File: src/rtl/id_ex_skid_reg.sv
// id_ex_skid_reg: ID/EX pipeline register with two-entry skid buffer, flush and saturating stall counter
module id_ex_skid_reg #(
  parameter int CTRL_W  = 12,
  parameter int STALL_W = 16
) (
  input  logic               clk,
  input  logic               rst,
  input  logic               flush,
  input  logic               in_valid,
  output logic               in_ready,
  input  logic [31:0]        in_pc,
  input  logic [31:0]        in_rs_data,
  input  logic [31:0]        in_rt_data,
  input  logic [31:0]        in_imm_ext,
  input  logic [4:0]         in_rd_addr,
  input  logic [CTRL_W-1:0]  in_ctrl,
  output logic               out_valid,
  input  logic               out_ready,
  output logic [31:0]        out_pc,
  output logic [31:0]        out_rs_data,
  output logic [31:0]        out_rt_data,
  output logic [31:0]        out_imm_ext,
  output logic [4:0]         out_rd_addr,
  output logic [CTRL_W-1:0]  out_ctrl,
  output logic [1:0]         occupancy,
  output logic [STALL_W-1:0] stall_cnt
);
  localparam int BW = 133 + CTRL_W;
  logic [BW-1:0] in_b, main_b, skid_b;
  logic main_valid, skid_valid, accept, emit, load_main;
  assign in_b = {in_pc, in_rs_data, in_rt_data, in_imm_ext, in_rd_addr, in_ctrl};
  assign {out_pc, out_rs_data, out_rt_data, out_imm_ext, out_rd_addr, out_ctrl} = main_b;
  assign in_ready = ~skid_valid;
  assign out_valid = main_valid;
  assign occupancy = {1'b0, main_valid} + {1'b0, skid_valid};
  assign accept = in_valid & in_ready;
  assign emit = main_valid & out_ready;
  assign load_main = ~main_valid | emit;
  always_ff @(posedge clk) begin
    if (rst) begin
      main_b <= '0;
      skid_b <= '0;
      main_valid <= 1'b0;
      skid_valid <= 1'b0;
      stall_cnt <= '0;
    end else begin
      if (load_main && (skid_valid || accept)) main_b <= skid_valid ? skid_b : in_b;
      if (main_valid && !emit && !skid_valid && accept) skid_b <= in_b;
      if (flush) begin
        main_valid <= 1'b0;
        skid_valid <= 1'b0;
      end else begin
        if (load_main) main_valid <= skid_valid | accept;
        skid_valid <= main_valid & ~emit & (skid_valid | accept);
        if (main_valid && !out_ready && stall_cnt != '1) stall_cnt <= stall_cnt + STALL_W'(1);
      end
    end
  end
endmodule

File: config.mk
export PLATFORM = sky130hd
export DESIGN_NAME = id_ex_skid_reg
export DESIGN_NICKNAME = d
export VERILOG_FILES = /design/src/rtl/id_ex_skid_reg.sv
export SDC_FILE = /design/constraint.sdc
export NUM_CORES = 1
export LEC_CHECK = 0
export ABC_CLOCK_PERIOD_IN_PS = 1670
export CAP_MARGIN = 5
export CELL_PAD_IN_SITES_DETAIL_PLACEMENT = 1
export CELL_PAD_IN_SITES_GLOBAL_PLACEMENT = 1
export CORE_MARGIN = 3
export CORE_UTILIZATION = 33
export DETAILED_ROUTE_END_ITERATION = 10
export HOLD_SLACK_MARGIN = 0.08
export PLACE_DENSITY = 0.75
export SLEW_MARGIN = 20
export SYNTH_ARGS = -nofsm -noshare
export SYNTH_HDL_FRONTEND = slang
export SYNTH_SLANG_ARGS = --single-unit
File: constraint.sdc
create_clock -name clk -period 1.67 [get_ports clk]
set_clock_uncertainty 0.1 [all_clocks]
set_input_delay 0.4175 -clock clk [delete_from_list [all_inputs] [get_ports clk]]
set_output_delay 0.4175 -clock clk [all_outputs]
set_load 0.01 [all_outputs]
==> flow_summary_export.csv, run 1 <==
group,metric,value,unit
global_route,grt_use_total,0.231,
timing,tightest_slew,438,ps
clock_tree,clock_path_buffers,3,
clock_tree,cts_buffers,36,
status,violations,"setup timing",
logic_synthesis,synth_cell_type_count,43,
timing,whs,197,ps
floorplanning,dieArea,39200,um^2
layout,fillCellCount,3734,
timing,rsz0062_at_grt,"true",
timing,relSlewSlack,0.708,
routing,final_antenna_net_count,0,
worst_setup_path,endpoint_kind,"flip-flop",
layout,drive_above_1_share,0.357,
routing,avgViaCountPerCell,5.41,
logic_synthesis,synth_area,12200,um^2
worst_setup_path,max_stage_delay,400,ps
pwr,cell_internal_pwr,13800,uW
worst_setup_path,crit_fanout,10,
clock_tree,cts_sinks,308,
pwr,net-switching-power,4900,uW
routing,post-route-drc-count,0,
global_route,grt_pass1_vias,12800,
timing,min_period,1850,ps
logic_synthesis,synth_edf_count,0,
placement,place_worst_setup_slack,-649,ps
timing,setup_slack,-176,ps
pwr,pwr-share-seq,0.424,
pwr,clock_power_share,0.420,
global_route,grt_max_degree,55,
routing,drt-total-wl,54.1,mm
logic_synthesis,syn-num-nets,1527,
logic_synthesis,ys_warn_count,0,
logic_synthesis,async_reset_ff_frac,0,
logic_synthesis,synth_flop_cell,"dfxtp_1",
global_route,antenna_found_initial,5,
placement,io_buffers,314,
floorplanning,coreArea,36000,um^2
pwr,sw_frac_of_total,0.262,
routing,first_pass_iters,7,
worst_setup_path,cp_cell_sequence,"and2b_2 -> buf_6 -> and3_4 -> buf_12 -> buf_16 -> nand2_1 -> a21oi_1",
worst_setup_path,start_kind,"flip-flop",
timing,tns,-12280,ps
pwr,power_density,886,nW/um^2
pwr,power_frac_comb,0.156,
floorplanning,start_util,0.338,
placement,gp_congestion,0.754,
placement,dp_hpwl,27.5,mm
clock_tree,cts_tree,"yes",
worst_setup_path,rrSetupSlack,-180,ps
pwr,p_leak,0.00771,uW
pwr,ir_worst_vdd,0.571,mV
clock_tree,clkSlewWorstSetupHoldPaths,70,ps
flow_run,maxCapViolations,0,
worst_setup_path,crit_type,"flip-flop to flip-flop",
routing,wl_per_cell,23.7,um
logic_synthesis,syn-instance-count,1375,
clock_tree,root_buffer,"clkbuf_16",
worst_setup_path,slowest_stage,"dfxtp_4",
timing,fmax,542,MHz
global_route,grt_pass1_wl,71.9,mm
clock_tree,clk_latency,520,ps
floorplanning,io_pins,315,
layout,syn2layout_area_growth,73.7,%
status,status,"complete, but fails checks",
floorplanning,std_cell_rows,69,
timing,min_period_over_period,1.11,
timing,finalHoldViolCount,0,
timing,slew_violations,0,
logic_synthesis,synth-seq-area-share,0.507,
pwr,p_total,18700,uW
routing,vias,12400,
worst_setup_path,crit_required,1990,ps
min_path,min_path_type,"input port to flip-flop",
layout,final_nets,1952,
worst_setup_path,cp_data_arrival_time,2160,ps
floorplanning,die_h,198,um
floorplanning,die_x,198,um
global_route,grt_overflow_total,0,
logic_synthesis,syn_area_per_cell,8.85,um^2
routing,drt_iter0_drc,455,
clock_tree,htree_levels,2,
timing,setup_viol,286,
logic_synthesis,ys_seq_elements,308,
[repair_timing]
action	in CTS	in global routing
resized for setup	551	378
gates cloned	24	25
hold buffers	0	0
endpoints found under the setup margin	437	393
pin swaps	49	155
buffers inserted	37	22
[layout make-up]
| type | count | area [um^2] | area share |
|---|---|---|---|
| Multi-Input combinational cell | 949 | 7160 | 0.339 |
| Sequential cell | 308 | 6220 | 0.294 |
| Timing Repair Buffer | 502 | 6010 | 0.284 |
| Clock buffer | 55 | 1090 | 0.0518 |
| Tap cell | 461 | 577 | 0.0273 |
| Clock inverter | 6 | 55.1 | 0.00260 |
| Inverter | 3 | 11.3 | 0.000533 |
| Antenna cell | 4 | 10.0 | 0.000473 |
[cells by family (layout without fill, tap and decap cells)]
family,count (synthesis),in the layout,share of synthesized area
AO/OA/AOI/OAI,314,314,0.164
XOR/XNOR,2,2,0.00144
adder cells (fa/ha/maj),2,2,0.00206
buffers and inverters,118,566,0.0426
flip-flops,308,308,0.507
multiplexers,148,148,0.122
other,0,4,0
AND/OR/NAND/NOR,483,483,0.161
[critical path, delay by kind of cell, from the launching register on]
kind                   cells  cell delay, ps
and+or+nand+nor            3             530
buffers and inverters      3             460
AOI/OAI and AO/OA          1             240
DFF                        1             400
[path summary, 6_finish.rpt]
check | from | end | depth (start not counted)
worst max-delay path | out_valid$_SDFFE_PP0P_ | skid_b[7]$_SDFFE_PP0P_ | 7
worst min-delay path | rst | stall_cnt[1]$_SDFFE_PP0P_ | 2
worst max register to register | out_valid$_SDFFE_PP0P_ | skid_b[7]$_SDFFE_PP0P_ | 7
worst min register to register | skid_b[135]$_SDFFE_PP0P_ | skid_b[135]$_SDFFE_PP0P_ | 2
[routing by layer]
layer	wire length, um	global-route usage
met1	21600	0.282
met3	2710	0.0430
met2	27800	0.409
met4	2010	0.0786
met5	13	0
[synthesized netlist by cell type (all sizes together) (2+ instances only)]
master  count  area share
a211oi    146       0.090
a21oi     152       0.062
buf        62       0.025
clkbuf     53       0.016
dfxtp     308        0.51
ha          2      0.0021
inv         3     0.00093
mux2        2      0.0019
mux2i     146        0.12
nand2     295       0.091
nand3       6      0.0029
nand4       4      0.0031
nor2      154       0.048
nor2b       2      0.0010
nor3        3      0.0012
nor3b       2      0.0012
nor4        3      0.0028
o21ai       3      0.0012
o311ai      2      0.0014
o31ai       2      0.0012
o41ai       6      0.0056
or3         3      0.0015
or4         3      0.0019
xor2        2      0.0014
[power groups by stage]
stage / Combinational (uW) / Clock [uW] / Sequential [uW]
2_1_floorplan: 707 / 0 / 8110
3_3_place_gp: 2090 / 0 / 8020
6_report: 2920 / 7870 / 7940
4_1_cts: 2430 / 7920 / 7870
5_1_grt: 3090 / 8310 / 7970
3_5_place_dp: 2140 / 0 / 8030
[state kept, by name, indices dropped and copies added (netlist names)]
register	count
stall_cnt	16
skid_b	145
skid_valid	1
out_valid	1
main_b	145
[metrics by stage]
step	std cells	util	area (um^2)
2_1_floorplan	1375	-	12200
3_3_place_gp	2127	0.459	16500
3_5_place_dp	2127	0.459	16500
4_1_cts	2248	0.533	19200
5_1_grt	2288	0.587	21100
6_report	2288	0.587	21100
[cells in the final DEF (no fill, tap or decap), drive strengths merged, types with 2 or more instances in the layout]
cell / Yosys / routed
nor2b: 2 / 2
nand2: 295 / 295
inv: 3 / 3
or3: 3 / 3
ha: 2 / 2
buf: 62 / 187
nor3b: 2 / 2
o31ai: 2 / 2
xor2: 2 / 2
dlygate4sd2: 0 / 32
clkdlybuf4s50: 0 / 146
a211oi: 146 / 146
mux2: 2 / 2
dfxtp: 308 / 308
diode: 0 / 4
mux2i: 146 / 146
o21ai: 3 / 3
clkinv: 0 / 5
clkdlybuf4s15: 0 / 110
nand4: 4 / 4
nor2: 154 / 154
nor4: 3 / 3
clkbuf: 53 / 81
a21oi: 152 / 152
nand3: 6 / 6
nor3: 3 / 3
o311ai: 2 / 2
or4: 3 / 3
o41ai: 6 / 6
Note: power is estimated with default switching activity, not from simulation.
==> run 2: changes to the inputs <==
--- a/config.mk
+++ b/config.mk
@@ -14,6 +14,7 @@
 export DETAILED_ROUTE_END_ITERATION = 10
 export HOLD_SLACK_MARGIN = 0.08
 export PLACE_DENSITY = 0.75
+export RECOVER_POWER = 100
 export SLEW_MARGIN = 20
 export SYNTH_ARGS = -nofsm -noshare
 export SYNTH_HDL_FRONTEND = slang
==> run 2 against run 1 <==
Net effect: the run still ends with setup timing left; global-route usage unchanged; clock power about the same; register-to-register slack about the same; combinational power about the same; die area unchanged; critical path depth unchanged; hold slack worse by 0.85 ps; power about the same; sequential power about the same; final cell count unchanged; largest power group unchanged; highest routed layer unchanged.
==> flow_summary_export.csv, run 2 (same netlist as run 1, synthesis figures left out) <==
group,metric,value,unit
routing,wl_per_cell,23.6,um
pwr,ir_worst_vdd,0.571,mV
floorplanning,std_cell_rows,69,
routing,final_antenna_net_count,0,
floorplanning,start_util,0.338,
layout,mostFrequentLayoutCells,"279 x dfxtp_1, 247 x nand2_1, 146 x clkdlybuf4s50_1",
status,violations,"setup timing",
floorplanning,dieArea,39200,um^2
worst_setup_path,start_kind,"flip-flop",
layout,layout_commonest_cell,"dfxtp_1",
global_route,busiest_layer,"met2",
clock_tree,cts_buffers,36,
worst_setup_path,endpoint_kind,"flip-flop",
timing,min_period_over_period,1.10,
routing,avgViaCountPerCell,5.42,
clock_tree,clk_latency,520,ps
worst_setup_path,rrSetupSlack,-170,ps
layout,drive_above_1_share,0.354,
min_path,min_path_type,"input port to flip-flop",
global_route,grt_pass1_wl,71.9,mm
timing,setup_viol,289,
placement,gp_congestion,0.754,
placement,dp_hpwl,27.5,mm
global_route,grt_max_degree,55,
timing,finalHoldViolCount,0,
worst_setup_path,slowest_stage,"dfxtp_4",
worst_setup_path,crit_type,"flip-flop to flip-flop",
clock_tree,cts_sinks,308,
timing,fmax,542,MHz
timing,tns,-12190,ps
floorplanning,die_x,198,um
status,status,"complete, but fails checks",
worst_setup_path,cp_data_arrival_time,2160,ps
layout,syn2layout_area_growth,73.5,%
global_route,grt_pass1_vias,12800,
floorplanning,coreArea,36000,um^2
worst_setup_path,max_stage_delay,400,ps
global_route,met1_usage,0.282,
flow_run,maxCapViolations,0,
worst_setup_path,cp_cell_sequence,"and2b_2 -> buf_6 -> and3_4 -> buf_12 -> buf_16 -> nand2_1 -> a21oi_1",
layout,fin_util,0.587,
placement,io_buffers,314,
pwr,power_density,887,nW/um^2
clock_tree,root_buffer,"clkbuf_16",
routing,drt-total-wl,54.1,mm
timing,setup_slack,-175,ps
clock_tree,cts_tree,"yes",
clock_tree,clock_path_buffers,3,
worst_setup_path,crit_required,1990,ps
clock_tree,hold_buffers,0,
layout,final_nets,1952,
floorplanning,die_h,198,um
global_route,grt_use_total,0.231,
routing,vias,12400,
floorplanning,io_pins,315,
pwr,p_leak,0.00770,uW
timing,relSlewSlack,0.709,
global_route,grt_use_met3,0.0430,
global_route,antenna_found_initial,5,
timing,rsz0062_at_grt,"true",
clock_tree,htree_levels,2,
pwr,p_total,18700,uW
routing,post-route-drc-count,0,
clock_tree,clkSlewWorstSetupHoldPaths,70,ps
layout,largestRegisters,"main_b (145), skid_b (145), stall_cnt (16)",
timing,slew_violations,0,
timing,whs,196,ps
global_route,grt_overflow_total,0,
timing,min_period,1840,ps
routing,first_pass_iters,4,
timing,tightest_slew,437,ps
routing,drt_iter0_drc,471,
worst_setup_path,crit_fanout,10,
global_route,use_met2,0.409,
[run 2: changes by cell type in the layout (fill, tap and decap cells not counted), moves of 2 or more]
cell	before	now
clkdlybuf4s15_1	71	74
clkbuf_2	4	6
buf_2	14	11
clkdlybuf4s15_2	39	36
[run 2: per-stage QoR]
step,instance area [um^2],cells,worst slack [ps]
after floorplan,12200,1375,-87.4
after global placement,16500,2127,-582
after detailed placement,16500,2127,-649
after CTS,19200,2248,-121
after global routing,21100,2288,-212
final,21100,2288,-175
[run 2: path summary, 6_finish.rpt]
path | depth (start not counted) | startpoint | endpoint
min reg2reg | 2 | skid_b[135]$_SDFFE_PP0P_ | skid_b[135]$_SDFFE_PP0P_
min | 2 | rst | stall_cnt[1]$_SDFFE_PP0P_
max | 7 | out_valid$_SDFFE_PP0P_ | skid_b[7]$_SDFFE_PP0P_
max reg2reg | 7 | out_valid$_SDFFE_PP0P_ | skid_b[7]$_SDFFE_PP0P_
[run 2: final cells by class]
cell class              instances  area [um^2]
diodes                          4         10.0
clock buffers                  55         1090
clock inverters                 6         55.1
fillers                      3740        14900
inverters                       3         11.3
multi-input cells             949         7160
flip-flops and latches        308         6220
well taps                     461          577
repair buffers                502         5990
[run 2: timing repair]
action                                  CTS  global route
endpoints found under the setup margin  437           393
buffers inserted                         37            22
pin swaps                                49           155
gates resized for setup                 551           378
gates cloned                             24            25
[run 2: worst max-delay path: cells and delay by family (launching register included)]
family	cells	cell delay, ps
AND/OR/NAND/NOR	3	530
AO/OA/AOI/OAI	1	240
flip-flops	1	400
buffers and inverters	3	460
[run 2: metal layers]
metal  part of all wire  routed length, um  vias to the layer above
met5            0.00024                 13                        -
met4              0.037               2010                        2
met3              0.051               2750                      124
met2               0.51              27800                      401
met1               0.40              21500                     6211
li1                   -                  -                     5652
[run 2: report_power, final]
part	switching [uW]	internal [uW]	total, uW
Sequential	274	7670	7940
Clock	3210	4660	7870
Combinational	1410	1510	2920
==> run 3: changes to the inputs <==
--- a/config.mk
+++ b/config.mk
@@ -5,7 +5,6 @@
 export SDC_FILE = /design/constraint.sdc
 export NUM_CORES = 1
 export LEC_CHECK = 0
-export ABC_CLOCK_PERIOD_IN_PS = 1670
 export CAP_MARGIN = 5
 export CELL_PAD_IN_SITES_DETAIL_PLACEMENT = 1
 export CELL_PAD_IN_SITES_GLOBAL_PLACEMENT = 1
@@ -13,6 +12,7 @@
 export CORE_UTILIZATION = 33
 export DETAILED_ROUTE_END_ITERATION = 10
 export HOLD_SLACK_MARGIN = 0.08
+export MAX_ROUTING_LAYER = met4
 export PLACE_DENSITY = 0.75
 export RECOVER_POWER = 100
 export SLEW_MARGIN = 20
==> run 3 against run 2 <==
Net effect: the run still ends with setup timing left; flip-flop and latch count is the same; non-clock buffer count decreased by 4; critical path type unchanged; clock-buffer cell count unchanged; wire length fell by 1.6%; first-iteration DRC count fell by 17%; register-to-register slack is essentially flat; final cell count about the same; sequential share of layout area up 0.12 points; sequential power barely moved; highest routed layer is now met4; largest cell class unchanged; die area unchanged; critical path depth increased by 1.
==> flow_summary_export.csv, run 3 (same netlist as run 1, synthesis figures left out) <==
group,metric,value,unit
pwr,power_density,888,nW/um^2
timing,slew_violations,0,
routing,post-route-drc-count,0,
placement,io_buffers,314,
placement,dp_hpwl,27.5,mm
clock_tree,clock_path_buffers,3,
timing,setup_viol,320,
global_route,grt_use_total,0.238,
timing,fmax,540,MHz
worst_setup_path,crit_fanout,7,
timing,relSlewSlack,0.705,
worst_setup_path,cp_data_arrival_time,2180,ps
routing,first_pass_iters,4,
layout,fillCellCount,3758,
routing,drt_iter0_drc,392,
floorplanning,io_pins,315,
timing,whs,198,ps
floorplanning,std_cell_rows,69,
flow_run,maxCapViolations,0,
layout,largestRegisters,"main_b (145), skid_b (145), stall_cnt (16)",
status,violations,"setup timing",
timing,min_period,1850,ps
floorplanning,coreArea,36000,um^2
placement,placed_cell_area,16500,um^2
layout,drive_above_1_share,0.346,
clock_tree,cts_tree,"yes",
global_route,grt_pass1_vias,12800,
clock_tree,clkSlewWorstSetupHoldPaths,70,ps
pwr,ir_worst_vdd,0.525,mV
global_route,grt_pass1_wl,71.9,mm
floorplanning,die_h,198,um
worst_setup_path,endpoint_kind,"flip-flop",
worst_setup_path,crit_required,2000,ps
layout,final_area,21000,um^2
worst_setup_path,start_kind,"flip-flop",
floorplanning,start_util,0.338,
timing,setup_slack,-180,ps
pwr,p_leak,0.00767,uW
layout,final_nets,1948,
clock_tree,hold_buffers,0,
layout,syn2layout_area_growth,72.8,%
timing,min_period_over_period,1.11,
placement,gp_congestion,0.766,
routing,avgViaCountPerCell,5.35,
timing,finalHoldViolCount,0,
clock_tree,htree_levels,2,
status,status,"complete, but fails checks",
routing,drt-total-wl,53.2,mm
min_path,min_path_type,"input port to flip-flop",
layout,layout_commonest_cell,"dfxtp_1",
clock_tree,cts_sinks,308,
clock_tree,clk_latency,520,ps
timing,tns,-13300,ps
floorplanning,die_x,198,um
clock_tree,root_buffer,"clkbuf_16",
timing,tightest_slew,443,ps
global_route,grt_overflow_total,0,
routing,vias,12200,
routing,final_antenna_net_count,0,
layout,mostFrequentLayoutCells,"279 x dfxtp_1, 251 x nand2_1, 146 x clkdlybuf4s50_1",
clock_tree,cts_buffers,36,
worst_setup_path,crit_type,"flip-flop to flip-flop",
routing,wl_per_cell,23.3,um
global_route,antenna_found_initial,7,
global_route,grt_max_degree,55,
floorplanning,dieArea,39200,um^2
timing,rsz0062_at_grt,"true",
==> run 3: layout make-up <==
type / instances / area, um^2 / share of cell area
clock inverter: 6 / 55.1 / 0.00262
timing repair buffer: 498 / 5920 / 0.282
tap: 461 / 577 / 0.0274
antenna: 7 / 17.5 / 0.000833
clock buffer: 55 / 1090 / 0.0520
inverter: 3 / 11.3 / 0.000535
multi-input combinational: 949 / 7140 / 0.339
sequential: 308 / 6220 / 0.296
==> run 3: where the power goes <==
part / switching (uW) / internal [uW] / total, uW
Combinational: 1400 / 1500 / 2900
Sequential: 271 / 7670 / 7940
Clock: 3190 / 4650 / 7840
Total: 4860 / 13800 / 18700
==> run 3: metal layers <==
layer | track usage | wire, um
met2 | 0.408 | 27100
met3 | 0.0417 | 2410
met4 | 0.0786 | 1890
met5 | - | 0
met1 | 0.283 | 21800
==> run 3: timing repair <==
item	4_1_cts	5_1_grt
cloned	24	25
resized for setup	551	352
setup endpoints to repair	437	392
buffers inserted	37	18
pin swaps	49	155
==> run 3: worst paths after layout <==
check             slack [ps]                    start  cells past startpoint                       to
setup / recovery        -180   out_valid$_SDFFE_PP0P_                      8  main_b[12]$_SDFFE_PP0P_
hold / removal           200                      rst                      2  skid_b[53]$_SDFFE_PP0P_
setup reg to reg        -180   out_valid$_SDFFE_PP0P_                      8  main_b[12]$_SDFFE_PP0P_
hold reg to reg          350  skid_b[25]$_SDFFE_PP0P_                      2  skid_b[25]$_SDFFE_PP0P_
==> run 3: per-stage QoR <==
stage          std cells   util  power (uW)  setup WS (ps)
6_report            2287  0.584       18700           -180
5_1_grt             2287  0.584       19300           -214
4_1_cts             2248  0.533       18200           -121
3_5_place_dp        2127  0.459       10200           -649
3_3_place_gp        2127  0.459       10100           -582
2_1_floorplan       1375      -        8810          -87.4
==> run 3: critical path, cell delays in order (launching register included) <==
cell and delay, ps:
dfxtp_4 380, and2b_2 260, nor2_4 140, buf_6 130, buf_6 120, buf_12 160
clkbuf_16 180, nor2_1 60, a211oi_2 210
